<file path="src/rtl/l2_access_arbiter_pkg.sv">
// Shared types and constants for the L2 access arbiter.
// Also holds a small one-hot to index encoder used by the top level.
package l2_arb_pkg;

  localparam int NUM_CORES = 4;
  localparam int ID_W      = 2;
  localparam int AGE_W     = 4;
  localparam logic [AGE_W-1:0] AGE_MAX = AGE_W'(15);

  typedef enum logic [1:0] {
    IDLE  = 2'd0,
    BEAT0 = 2'd1,
    BEAT1 = 2'd2
  } state_e;

  function automatic logic [ID_W-1:0] onehot_to_id(input logic [NUM_CORES-1:0] oh);
    logic [ID_W-1:0] id;
    id = '0;
    for (int i = 0; i < NUM_CORES; i++) begin
      if (oh[i]) id = ID_W'(i);
    end
    return id;
  endfunction

endpackage

</file>
<file path="src/rtl/l2_access_arbiter_if.sv">
// Core-request / L2-grant bundle between the cores and the L2 access arbiter.
interface l2_arb_if;

  // Handshake: a core raises req_valid (with req_write/req_two_beat stable) and
  // holds it until its grant bit rises; that grant is the acknowledgement. The
  // request may be withdrawn before it is granted. There is no ready signal.
  logic [l2_arb_pkg::NUM_CORES-1:0] req_valid;
  logic [l2_arb_pkg::NUM_CORES-1:0] req_write;
  logic [l2_arb_pkg::NUM_CORES-1:0] req_two_beat;
  logic [l2_arb_pkg::NUM_CORES-1:0] grant;
  logic                             grant_valid;
  logic [l2_arb_pkg::ID_W-1:0]      grant_id;
  logic                             grant_write;
  logic                             grant_beat;
  logic [l2_arb_pkg::NUM_CORES-1:0] rewrite_bcast;
  logic                             starve_alert;

  modport master (
    output req_valid, req_write, req_two_beat,
    input  grant, grant_valid, grant_id, grant_write, grant_beat,
           rewrite_bcast, starve_alert
  );

  modport slave (
    input  req_valid, req_write, req_two_beat,
    output grant, grant_valid, grant_id, grant_write, grant_beat,
           rewrite_bcast, starve_alert
  );

endinterface

</file>
<file path="src/rtl/l2_access_arbiter_rr_pick4.sv">
// Four-way round-robin picker: first set request after ptr, wrapping around.
module rr_pick4 (
  input  logic [3:0] req,
  input  logic [1:0] ptr,
  output logic [3:0] gnt,
  output logic       any
);

  logic       found;
  logic [1:0] idx;

  always_comb begin
    gnt   = 4'b0000;
    found = 1'b0;
    idx   = 2'd0;
    // k = 4 wraps back onto ptr itself, so the last owner is considered last.
    for (int k = 1; k <= 4; k++) begin
      idx = ptr + 2'(k);
      if (!found && req[idx]) begin
        gnt[idx] = 1'b1;
        found    = 1'b1;
      end
    end
  end

  assign any = |req;

endmodule

</file>
<file path="src/rtl/l2_access_arbiter.sv">
// Arbitrates four cores onto the single-port L2: writes before reads, round-robin
// within each class, with an age override; accesses last one or two beats.
module l2_access_arbiter
  import l2_arb_pkg::*;
(
  input  logic     clk,
  input  logic     reset,
  l2_arb_if.slave  bus,
  output state_e   dbg_state
);

  state_e                 state_q, state_d;
  logic [ID_W-1:0]        rr_ptr_q, rr_ptr_d;
  logic [AGE_W-1:0]       age_q [NUM_CORES];
  logic [AGE_W-1:0]       age_d [NUM_CORES];
  logic [NUM_CORES-1:0]   grant_q, grant_d;
  logic [ID_W-1:0]        grant_id_q, grant_id_d;
  logic                   grant_write_q, grant_write_d;
  logic                   grant_beat_q, grant_beat_d;
  logic                   two_beat_q, two_beat_d;
  logic                   starve_q, starve_d;

  logic                   last_beat;
  logic                   arb_en;
  logic [NUM_CORES-1:0]   cand;
  logic [NUM_CORES-1:0]   aged;
  logic [NUM_CORES-1:0]   aged_oh;
  logic [NUM_CORES-1:0]   wr_oh, rd_oh;
  logic                   wr_any, rd_any;
  logic [NUM_CORES-1:0]   winner;
  logic [ID_W-1:0]        win_id;
  logic                   pick;

  // Arbitration windows: idle, or the final beat of the current access.
  assign last_beat = ((state_q == BEAT0) && !two_beat_q) || (state_q == BEAT1);
  assign arb_en    = (state_q == IDLE) || last_beat;

  always_comb begin
    cand = '0;
    if (state_q == IDLE) begin
      cand = bus.req_valid;
    end else if (last_beat) begin
      cand = bus.req_valid & ~grant_q;
    end
  end

  always_comb begin
    aged    = '0;
    aged_oh = '0;
    for (int i = 0; i < NUM_CORES; i++) begin
      aged[i] = cand[i] && (age_q[i] == AGE_MAX);
    end
    for (int i = 0; i < NUM_CORES; i++) begin
      if (aged[i] && (aged_oh == '0)) aged_oh[i] = 1'b1;
    end
  end

  rr_pick4 u_pick_wr (
    .req (cand & bus.req_write),
    .ptr (rr_ptr_q),
    .gnt (wr_oh),
    .any (wr_any)
  );

  rr_pick4 u_pick_rd (
    .req (cand & ~bus.req_write),
    .ptr (rr_ptr_q),
    .gnt (rd_oh),
    .any (rd_any)
  );

  always_comb begin
    winner = '0;
    if (aged_oh != '0) begin
      winner = aged_oh;
    end else if (wr_any) begin
      winner = wr_oh;
    end else if (rd_any) begin
      winner = rd_oh;
    end
  end

  assign pick   = |cand;
  assign win_id = onehot_to_id(winner);

  // FSM: state register
  always_ff @(posedge clk or negedge reset) begin
    if (!reset) state_q <= IDLE;
    else        state_q <= state_d;
  end

  // FSM: next-state logic
  always_comb begin
    state_d = state_q;
    unique case (state_q)
      IDLE:    state_d = pick ? BEAT0 : IDLE;
      BEAT0:   state_d = two_beat_q ? BEAT1 : (pick ? BEAT0 : IDLE);
      BEAT1:   state_d = pick ? BEAT0 : IDLE;
      default: state_d = IDLE;
    endcase
  end

  // FSM: outputs
  always_comb begin
    bus.grant_valid   = (state_q != IDLE);
    bus.grant         = grant_q;
    bus.grant_id      = grant_id_q;
    bus.grant_write   = grant_write_q;
    bus.grant_beat    = grant_beat_q;
    bus.rewrite_bcast = {NUM_CORES{grant_write_q}} & ~grant_q;
    bus.starve_alert  = starve_q;
    dbg_state         = state_q;
  end

  // Grant bookkeeping: capture on a pick, advance the beat inside a two-beat access.
  always_comb begin
    grant_d       = grant_q;
    grant_id_d    = grant_id_q;
    grant_write_d = grant_write_q;
    grant_beat_d  = grant_beat_q;
    two_beat_d    = two_beat_q;
    rr_ptr_d      = rr_ptr_q;
    if (arb_en) begin
      if (pick) begin
        grant_d       = winner;
        grant_id_d    = win_id;
        grant_write_d = bus.req_write[win_id];
        two_beat_d    = bus.req_two_beat[win_id];
        grant_beat_d  = 1'b0;
        rr_ptr_d      = win_id;
      end else begin
        grant_d       = '0;
        grant_id_d    = '0;
        grant_write_d = 1'b0;
        two_beat_d    = 1'b0;
        grant_beat_d  = 1'b0;
      end
    end else if (state_q == BEAT0) begin
      grant_beat_d = 1'b1;
    end
  end

  always_comb begin
    starve_d = 1'b0;
    for (int i = 0; i < NUM_CORES; i++) begin
      age_d[i] = age_q[i];
      if (!bus.req_valid[i] || (pick && winner[i])) begin
        age_d[i] = '0;
      end else if (age_q[i] != AGE_MAX) begin
        age_d[i] = age_q[i] + AGE_W'(1);
      end
      if (age_d[i] == AGE_MAX) starve_d = 1'b1;
    end
  end

  // rr_ptr resets to the last core so core 0 is first in line.
  always_ff @(posedge clk or negedge reset) begin
    if (!reset) begin
      rr_ptr_q      <= ID_W'(NUM_CORES - 1);
      grant_q       <= '0;
      grant_id_q    <= '0;
      grant_write_q <= 1'b0;
      grant_beat_q  <= 1'b0;
      two_beat_q    <= 1'b0;
      starve_q      <= 1'b0;
      for (int i = 0; i < NUM_CORES; i++) age_q[i] <= '0;
    end else begin
      rr_ptr_q      <= rr_ptr_d;
      grant_q       <= grant_d;
      grant_id_q    <= grant_id_d;
      grant_write_q <= grant_write_d;
      grant_beat_q  <= grant_beat_d;
      two_beat_q    <= two_beat_d;
      starve_q      <= starve_d;
      for (int i = 0; i < NUM_CORES; i++) age_q[i] <= age_d[i];
    end
  end

endmodule

</file>
<file path="src/flat_wrapper.sv">
// flat-port wrapper written by rule: the top's interface ports become plain ports
module l2_access_arbiter_flat import l2_arb_pkg::*;
  (clk, reset, dbg_state, bus_req_valid, bus_req_write, bus_req_two_beat, bus_grant, bus_grant_valid, bus_grant_id, bus_grant_write, bus_grant_beat, bus_rewrite_bcast, bus_starve_alert);
  l2_arb_if bus_i ();
  input  logic clk;
  input  logic reset;
  output state_e dbg_state;
  input wire logic [$bits(bus_i.req_valid)-1:0] bus_req_valid;
  input wire logic [$bits(bus_i.req_write)-1:0] bus_req_write;
  input wire logic [$bits(bus_i.req_two_beat)-1:0] bus_req_two_beat;
  output wire logic [$bits(bus_i.grant)-1:0] bus_grant;
  output wire logic [$bits(bus_i.grant_valid)-1:0] bus_grant_valid;
  output wire logic [$bits(bus_i.grant_id)-1:0] bus_grant_id;
  output wire logic [$bits(bus_i.grant_write)-1:0] bus_grant_write;
  output wire logic [$bits(bus_i.grant_beat)-1:0] bus_grant_beat;
  output wire logic [$bits(bus_i.rewrite_bcast)-1:0] bus_rewrite_bcast;
  output wire logic [$bits(bus_i.starve_alert)-1:0] bus_starve_alert;
  assign bus_i.req_valid = bus_req_valid;
  assign bus_i.req_write = bus_req_write;
  assign bus_i.req_two_beat = bus_req_two_beat;
  assign bus_grant = bus_i.grant;
  assign bus_grant_valid = bus_i.grant_valid;
  assign bus_grant_id = bus_i.grant_id;
  assign bus_grant_write = bus_i.grant_write;
  assign bus_grant_beat = bus_i.grant_beat;
  assign bus_rewrite_bcast = bus_i.rewrite_bcast;
  assign bus_starve_alert = bus_i.starve_alert;
  l2_access_arbiter u_core (.clk(clk), .reset(reset), .bus(bus_i), .dbg_state(dbg_state));
endmodule
</file>
<file path="config.mk">
export PLATFORM = sky130hd
export DESIGN_NAME = l2_access_arbiter_flat
export DESIGN_NICKNAME = d
export VERILOG_FILES = /design/src/rtl/l2_access_arbiter_pkg.sv /design/src/rtl/l2_access_arbiter_if.sv /design/src/rtl/l2_access_arbiter_rr_pick4.sv /design/src/rtl/l2_access_arbiter.sv /design/src/flat_wrapper.sv
export SDC_FILE = /design/constraint.sdc
export NUM_CORES = 1
export LEC_CHECK = 0
export CORE_MARGIN = 2
export CORE_UTILIZATION = 57
export DETAILED_ROUTE_END_ITERATION = 8
export PLACE_DENSITY = 0.92
export SLEW_MARGIN = 5
export SYNTH_ARGS = -nofsm -noshare
export SYNTH_HDL_FRONTEND = slang
export SYNTH_HIERARCHICAL = 1
export SYNTH_SLANG_ARGS = --single-unit
</file>
<file path="constraint.sdc">
create_clock -name clk -period 4.5 [get_ports clk]
set_input_delay 0.675 -clock clk [delete_from_list [all_inputs] [get_ports clk]]
set_output_delay 0.675 -clock clk [all_outputs]
set_load 0.005 [all_outputs]
</file>
==> results of run 1 <==
-- power breakdown --
part / internal (mW) / switching (mW)
Clock: 0.123 / 0.102
Sequential: 0.351 / 0.134
Combinational: 0.423 / 0.482
-- metal layers --
layer / share of wire [%] / vias up / routed length (um) / global-route usage (%)
li1: - / 1128 / - / -
met4: 1.8 / 0 / 112 / 8.18
met1: 44 / 1132 / 2780 / 34.6
met2: 48 / 106 / 3020 / 42.2
met5: 0 / - / 0 / 0
met3: 5.7 / 19 / 356 / 7.36
-- cell type report --
type	instances	area (um2)
multi-input combinational	232	1730
fill	349	1380
sequential	30	753
timing repair buffer	31	305
clock buffer	7	86.3
inverter	22	82.6
tap	52	65.1
clock inverter	1	5.00
-- kinds of logic after synthesis --
family	Yosys count	synth area share (%)
AOI/OAI and AO/OA	80	22.0
and+or+nand+nor	114	23.5
muxes	11	8.56
xor gates and xnor gates	7	2.33
DFF	30	28.6
adders and majority gates	20	9.51
buffers and inverters	30	5.47
-- synthesized netlist by cell type, types with 4 or more instances --
cell type,number
nand3_1,8
a21o_1,4
nor2_1,31
nor3b_1,10
nor3_1,8
mux4_1,4
buf_6,4
o21ai_1,4
inv_1,21
ha_1,20
xnor2_1,5
nand2_1,31
mux4_2,4
o211ai_1,9
o21ai_2,5
nor2b_1,5
o21ai_0,11
a31oi_1,6
a21oi_1,17
dfrtp_1,28
-- worst max path at each step --
stage | end | cells past startpoint | start
final | u_core/bus.starve_alert$_DFF_PN0_ | 13 | bus_req_valid[2]
after CTS | u_core/bus.starve_alert$_DFF_PN0_ | 13 | bus_req_valid[2]
after global routing | u_core/bus.starve_alert$_DFF_PN0_ | 13 | u_core/dbg_state[1]$_DFF_PN0_
after floorplan | u_core/two_beat_q$_DFFE_PN0N_ | 12 | u_core/rr_ptr_q[0]$_DFFE_PN1P_
after detailed placement | u_core/bus.starve_alert$_DFF_PN0_ | 13 | bus_req_valid[2]
after global placement | u_core/bus.starve_alert$_DFF_PN0_ | 13 | bus_req_valid[2]
-- flip-flops by register name (all words and copies together) (netlist names) --
register                 count
u_core/bus.starve_alert      1
u_core/dbg_state             2
u_core/age_q                16
u_core/bus.grant_beat        1
u_core/bus.grant             4
u_core/rr_ptr_q              2
u_core/bus.grant_write       1
u_core/two_beat_q            1
u_core/bus.grant_id          2
-- per-stage QoR --
stage / utilization (%) / area (um2) / cells / hold WS [ps] / setup WS [ps]
after detailed placement: 66.6 / 2940 / 367 / 477 / 486
after global routing: 68.7 / 3030 / 375 / 517 / 504
final: 68.7 / 3030 / 375 / 491 / 732
after floorplan: - / 2630 / 292 / 379 / 1220
after CTS: 68.7 / 3030 / 375 / 496 / 779
after global placement: 66.6 / 2940 / 367 / 471 / 664
==> out/results.tsv, run 1 <==
stage	metric	value	unit
floorplanning	Std-Cell Rows	24	
sta	Setup-failing EPs final	0	
critical_path	Top delay family on crit path	compound AO/OA/AOI/OAI gates	
floorplanning	die area	5170	um2
detailed_routing	iteration count of the initial detailed-routing pass	7	
pwr	total leakage power	1.27	nW
clocking	number of H-tree levels	2	
synthesis	post-synthesis sequential area ratio	28.6	%
critical_path	cells on worst reg2reg path	13	
detailed_routing	Wirelength per Cell	16.7	um
floorplanning	DIE WIDTH	71.9	um
synthesis	number of synthesized register bits	30	
clocking	TritonCTS buffer count	5	
pwr	maximum vdd drop	273	uV
worst_hold_path	worst-case hold path end point	u_core/bus.grant_id[1]$_DFFE_PN0N_	
detailed_routing	DRT iter0 DRCs	218	
detailed_routing	final wirelength	6270	um
synthesis	Yosys Warn Count	6	
detailed_routing	detailed-route via count	2385	
pwr	Power Total	1.61	mW
clocking	Root Driver	clkbuf_8	
clocking	total of cells resized after clock tree synthesis	0	
critical_path	Setup CP Type	primary input to flip-flop	
final_layout	layout-stage area growth over the synthesis result	15.2	%
sta	unrepaired setup endpoints after global routing	no	
synthesis	share of flip-flops with an asynchronous set or reset after synthesis	100	%
sta	final hold violation count	0	
clocking	maximum number of buffers from clock root to sink	2	
critical_path	CP peak stage delay	610	ps
clocking	number of setup buffers added after CTS	0	
global_routing	initial antenna violation count	0	
critical_path	CP required	4650	ps
synthesis	Primary FF master, synth	dfrtp_1	
sta	timing-limited maximum frequency	265	MHz
global_routing	total routing resource utilization after global routing	26.2	%
worst_hold_path	number of cells on the worst hold path	1	
sta	Min Clock Period, post-route	3770	ps
critical_path	Worst Setup End Kind	flip-flop	
floorplanning	Chip Height	71.9	um
critical_path	buffer and inverter count on the worst path	1	
sta	slew at the pin with the worst max-slew slack	487	ps
critical_path	worst path arrival time	3920	ps
synthesis	count of flip-flops with a built-in enable after synthesis	0	
worst_hold_path	start point of the worst hold path	u_core/bus.grant_id[1]$_DFFE_PN0N_	
worst_hold_path	worst hold path type	flip-flop to flip-flop	
floorplanning	Core Area	4410	um2
detailed_routing	DRT antenna net count	0	
critical_path	worst setup slack for register-to-register paths	740	ps
synthesis	largest area contributor in the netlist	dfrtp_1	
critical_path	chain of cells forming the critical path	clkdlybuf4s50_1, o21ai_1, nor2_1, mux4_2, nor4b_4, nand2_1, o211ai_1, nand2_1, o21ai_0, a21oi_1, o31ai_4, o22a_1, nand3_1	
global_routing	maximum number of pins on one net before global-route repair	31	
global_routing	via count of the first global-routing pass	2280	
synthesis	net count after synthesis	326	
final_layout	number of nets in the final layout	356	
floorplanning	top-level I/O count	30	
placed_design	count of input and output buffers	29	
sta	portion of the clock cycle consumed by the worst path in the final layout	83.7	%
sta	post-route setup TNS	0	ps
final_layout	leading cell types in the layout, fill and taps excluded	nand2_1 (31), nor2_1 (31), clkdlybuf4s50_1 (29)	
critical_path	Max FO, Critical Path	10	
placed_design	estimated wirelength of the detail-placed design	4660	um
sta	relative slew slack	67.3	%
clocking	clock tree from TritonCTS	done	
floorplanning	starting utilization of the core area	59.6	%
synthesis	top-area cell type share of the netlist area	26.6	%
sta	final slew viol count	0	
detailed_routing	vias per cell	6.36	
critical_path	element type at the critical path start	primary input	
critical_path	R2R Path Start	u_core/dbg_state[1]$_DFF_PN0_	
placed_design	Routability Congestion	0.901	
global_routing	gr ovfl total	0	
synthesis	post-synth design cell area	2630	um2
synthesis	dominant cells by area after synthesis	dfrtp_1 (27%), ha_1 (9.5%), nand2_1 (4.4%)	
clocking	clock latency of the later-clocked register in the worst-skew pair	280	ps
synthesis	Mapped Cells	292	
sta	Setup Skew	1.01	ps
status	run status	complete, no violations	
critical_path	most frequent CP cell	nand2_1	
pwr	PD cells	532	nW/um2
synthesis	number of distinct library cell variants in the gate-level netlist after synthesis	56	
clocking	hold buffers post-CTS	0	
final_layout	diode count	0	
job	Max Cap Viol	0	
global_routing	wire length of the first global-routing pass	10700	um
critical_path	R2R Path End	u_core/bus.starve_alert$_DFF_PN0_	
clocking	clock edge transition at the registers on the reported setup and hold paths	60	ps
final_layout	share of cells above drive strength 1	10.8	%
synthesis	post-synthesis area per instance	9.01	um2
critical_path	critical path's slowest cell	mux4_2	
detailed_routing	residual DRC count	0	
clocking	Sink Count	30	
Note: power is estimated with default switching activity, not from simulation.
==> run 2, diff against run 1 <==
clock period = 3.9 ns   (was 4.5 ns; I/O delays follow)
==> out/results.tsv, run 2 (same netlist as run 1, synthesis figures left out) <==
stage	metric	value	unit	change
status	run status	complete, no violations		
final_layout	number of nets in the final layout	358		+0.56%
placed_design	count of input and output buffers	29		unchanged
pwr	switching power	831	uW	+16%
worst_hold_path	worst hold path type	flip-flop to flip-flop		
critical_path	CP peak stage delay	610	ps	about the same
detailed_routing	iteration count of the initial detailed-routing pass	5		-2
worst_hold_path	number of cells on the worst hold path	1		unchanged
clocking	clock latency of the later-clocked register in the worst-skew pair	290	ps	about the same
critical_path	Setup CP Type	primary input to flip-flop		
sta	final slew viol count	0		unchanged
critical_path	launching instance or port of the critical path	bus_req_valid[1]		
sta	final hold violation count	0		unchanged
pwr	Power Total	1.85	mW	+15%
final_layout	area of combinational cells with multiple inputs	1730	um2	unchanged
final_layout	layout filler cell count	346		-0.86%
placed_design	Routability Congestion	1.00		+11%
clocking	hold buffers post-CTS	0		unchanged
sta	unrepaired setup endpoints after global routing	no		
sta	post-route setup TNS	0	ps	unchanged
floorplanning	Std-Cell Rows	24		unchanged
pwr	internal power of the cells	1.02	mW	+14%
floorplanning	die area	5170	um2	unchanged
final_layout	diode count	0		unchanged
job	Max Cap Viol	0		unchanged
sta	relative slew slack	69.4	%	+2.0 points
pwr	total leakage power	1.27	nW	about the same
final_layout	Reg area	754	um2	+0.17%
critical_path	CP required	4050	ps	-600 ps
floorplanning	Core Area	4410	um2	unchanged
detailed_routing	detailed-route via count	2467		+3.4%
global_routing	total routing resource utilization after global routing	26.8	%	+0.56 points
final_layout	core occupancy in the finished layout	68.8	%	+0.11 points
clocking	Root Driver	clkbuf_8		
placed_design	worst setup timing slack at the placement stage	84.7	ps	-401 ps
critical_path	critical path's slowest cell	mux4_2		
global_routing	maximum number of pins on one net before global-route repair	31		unchanged
critical_path	worst path arrival time	3790	ps	-130 ps
sta	Setup Skew	13.9	ps	+12.9 ps
global_routing	via count of the first global-routing pass	2284		+0.18%
sta	Min Clock Period, post-route	3640	ps	
final_layout	register ranked first by flip-flop count	u_core/age_q		
clocking	clock edge transition at the registers on the reported setup and hold paths	50	ps	about the same
final_layout	leading cell types in the layout, fill and taps excluded	nand2_1 (31), nor2_1 (31), clkdlybuf4s50_1 (29)		
detailed_routing	final wirelength	6460	um	+3.1%
placed_design	# placed instances	369		+0.54%
final_layout	flip-flop count of the largest register after layout	16		unchanged
sta	slew at the pin with the worst max-slew slack	456	ps	-30.5 ps
critical_path	R2R Path End	u_core/bus.starve_alert$_DFF_PN0_		
clocking	clock tree from TritonCTS	done		
global_routing	wire length of the first global-routing pass	10800	um	+1.3%
global_routing	gr ovfl total	0		unchanged
pwr	portion of total power attributed to sequential cells	30.2	%	+0.2 points
sta	timing-limited maximum frequency	274	MHz	
placed_design	estimated wirelength of the detail-placed design	4870	um	+4.6%
detailed_routing	DRT iter0 DRCs	197		-9.6%
final_layout	non-filler cells in the finished layout	377		+0.53%
critical_path	chain of cells forming the critical path	clkdlybuf4s50_1, o21ai_1, nor2_1, mux4_2, nor4b_4, nand2_1, o211ai_1, nand2_1, o21ai_0, a21oi_1, o31ai_4, o22a_1, nand3_1		
floorplanning	top-level I/O count	30		unchanged
critical_path	R2R Path Start	u_core/dbg_state[1]$_DFF_PN0_		
floorplanning	DIE WIDTH	71.9	um	unchanged
worst_hold_path	worst-case hold path end point	u_core/bus.grant_id[1]$_DFFE_PN0N_		
pwr	part of the power in the clock network	12.8	%	-1.1 points
clocking	Sink Count	30		unchanged
critical_path	worst setup slack for register-to-register paths	280	ps	-460 ps
critical_path	Max FO, Critical Path	10		unchanged
detailed_routing	residual DRC count	0		unchanged
sta	portion of the clock cycle consumed by the worst path in the final layout	93.4	%	
worst_hold_path	start point of the worst hold path	u_core/bus.grant_id[1]$_DFFE_PN0N_		
floorplanning	Chip Height	71.9	um	unchanged
clocking	TritonCTS buffer count	5		unchanged
critical_path	Worst Setup End Kind	flip-flop		
pwr	PD cells	611	nW/um2	+15%
pwr	net switching fraction of the power	44.8	%	+0.38 points
clocking	number of H-tree levels	2		unchanged
sta	Final Worst Setup Slack	256	ps	-476 ps
detailed_routing	DRT antenna net count	0		unchanged
detailed_routing	Wirelength per Cell	17.1	um	+2.5%
detailed_routing	vias per cell	6.54		+2.9%
global_routing	initial antenna violation count	0		unchanged
critical_path	cells on worst reg2reg path	13		unchanged
pwr	maximum vdd drop	433	uV	+59%
clocking	maximum number of buffers from clock root to sink	2		unchanged
final_layout	share of cells above drive strength 1	11.1	%	+0.24 points
critical_path	element type at the critical path start	primary input		
final_layout	layout-stage area growth over the synthesis result	15.4	%	
sta	Setup-failing EPs final	0		unchanged
floorplanning	starting utilization of the core area	59.6	%	unchanged
pwr	Comb power frac	57.0	%	+1.0 points
critical_path	most frequent CP cell	nand2_1		
-- run 2: cell types whose count changed in the layout (fill, tap and decap cells not counted), sizes merged --
cell and change:
clkbuf +1, buf +2, clkinv -1
-- run 2: per-stage QoR --
stage               instance area [um2]  hold WS [ps]
CTS                                3030           493
detailed placement                 2950           467
global placement                   2950           470
global route                       3040           510
finish                             3040           491
floorplan                          2630           289
-- run 2: timing repair --
item / CTS / global route
setup buffers: 0 / 0
resized for setup: 0 / 1
setup endpoints to repair: 0 / 2
-- run 2: cell type report --
type	instances	share of cell area [%]
clock buffer	8	2.64
multi-input combinational	232	57.1
inverter	22	2.72
tap	52	2.14
timing repair buffer	33	10.6
sequential	30	24.9
-- run 2: power by group through the flow --
stage / logic (mW) / clock network, mW / registers (mW)
floorplan: 0.736 / 0 / 0.522
global placement: 0.991 / 0 / 0.554
detailed placement: 1.03 / 0 / 0.560
CTS: 1.04 / 0.240 / 0.555
global route: 1.15 / 0.258 / 0.574
finish: 1.06 / 0.238 / 0.560
-- run 2: per-layer routing --
layer  vias up  part of all wire (%)  track usage [%]  wire length, um
met5         -                     0                0                0
met4         0                   2.7             9.64              174
met3        22                   7.4             4.86              476
met1      1160                    41             35.2             2640
li1       1140                     -                -                -
met2       145                    49             44.7             3170
-- run 2: worst max-delay path by stage --
stage / end / slack, ps / depth (start not counted)
global route: u_core/bus.starve_alert$_DFF_PN0_ / 40 / 13
floorplan: u_core/two_beat_q$_DFFE_PN0N_ / 620 / 12
global placement: u_core/bus.starve_alert$_DFF_PN0_ / 230 / 13
CTS: u_core/bus.starve_alert$_DFF_PN0_ / 230 / 13
detailed placement: u_core/bus.starve_alert$_DFF_PN0_ / 80 / 13
finish: u_core/bus.starve_alert$_DFF_PN0_ / 260 / 13
-- run 2: critical path, delay by kind of cell --
family	cells	cell delay [ps]
compound gates	6	1370
buf+inv	1	480
mux	1	610
simple gates	5	740
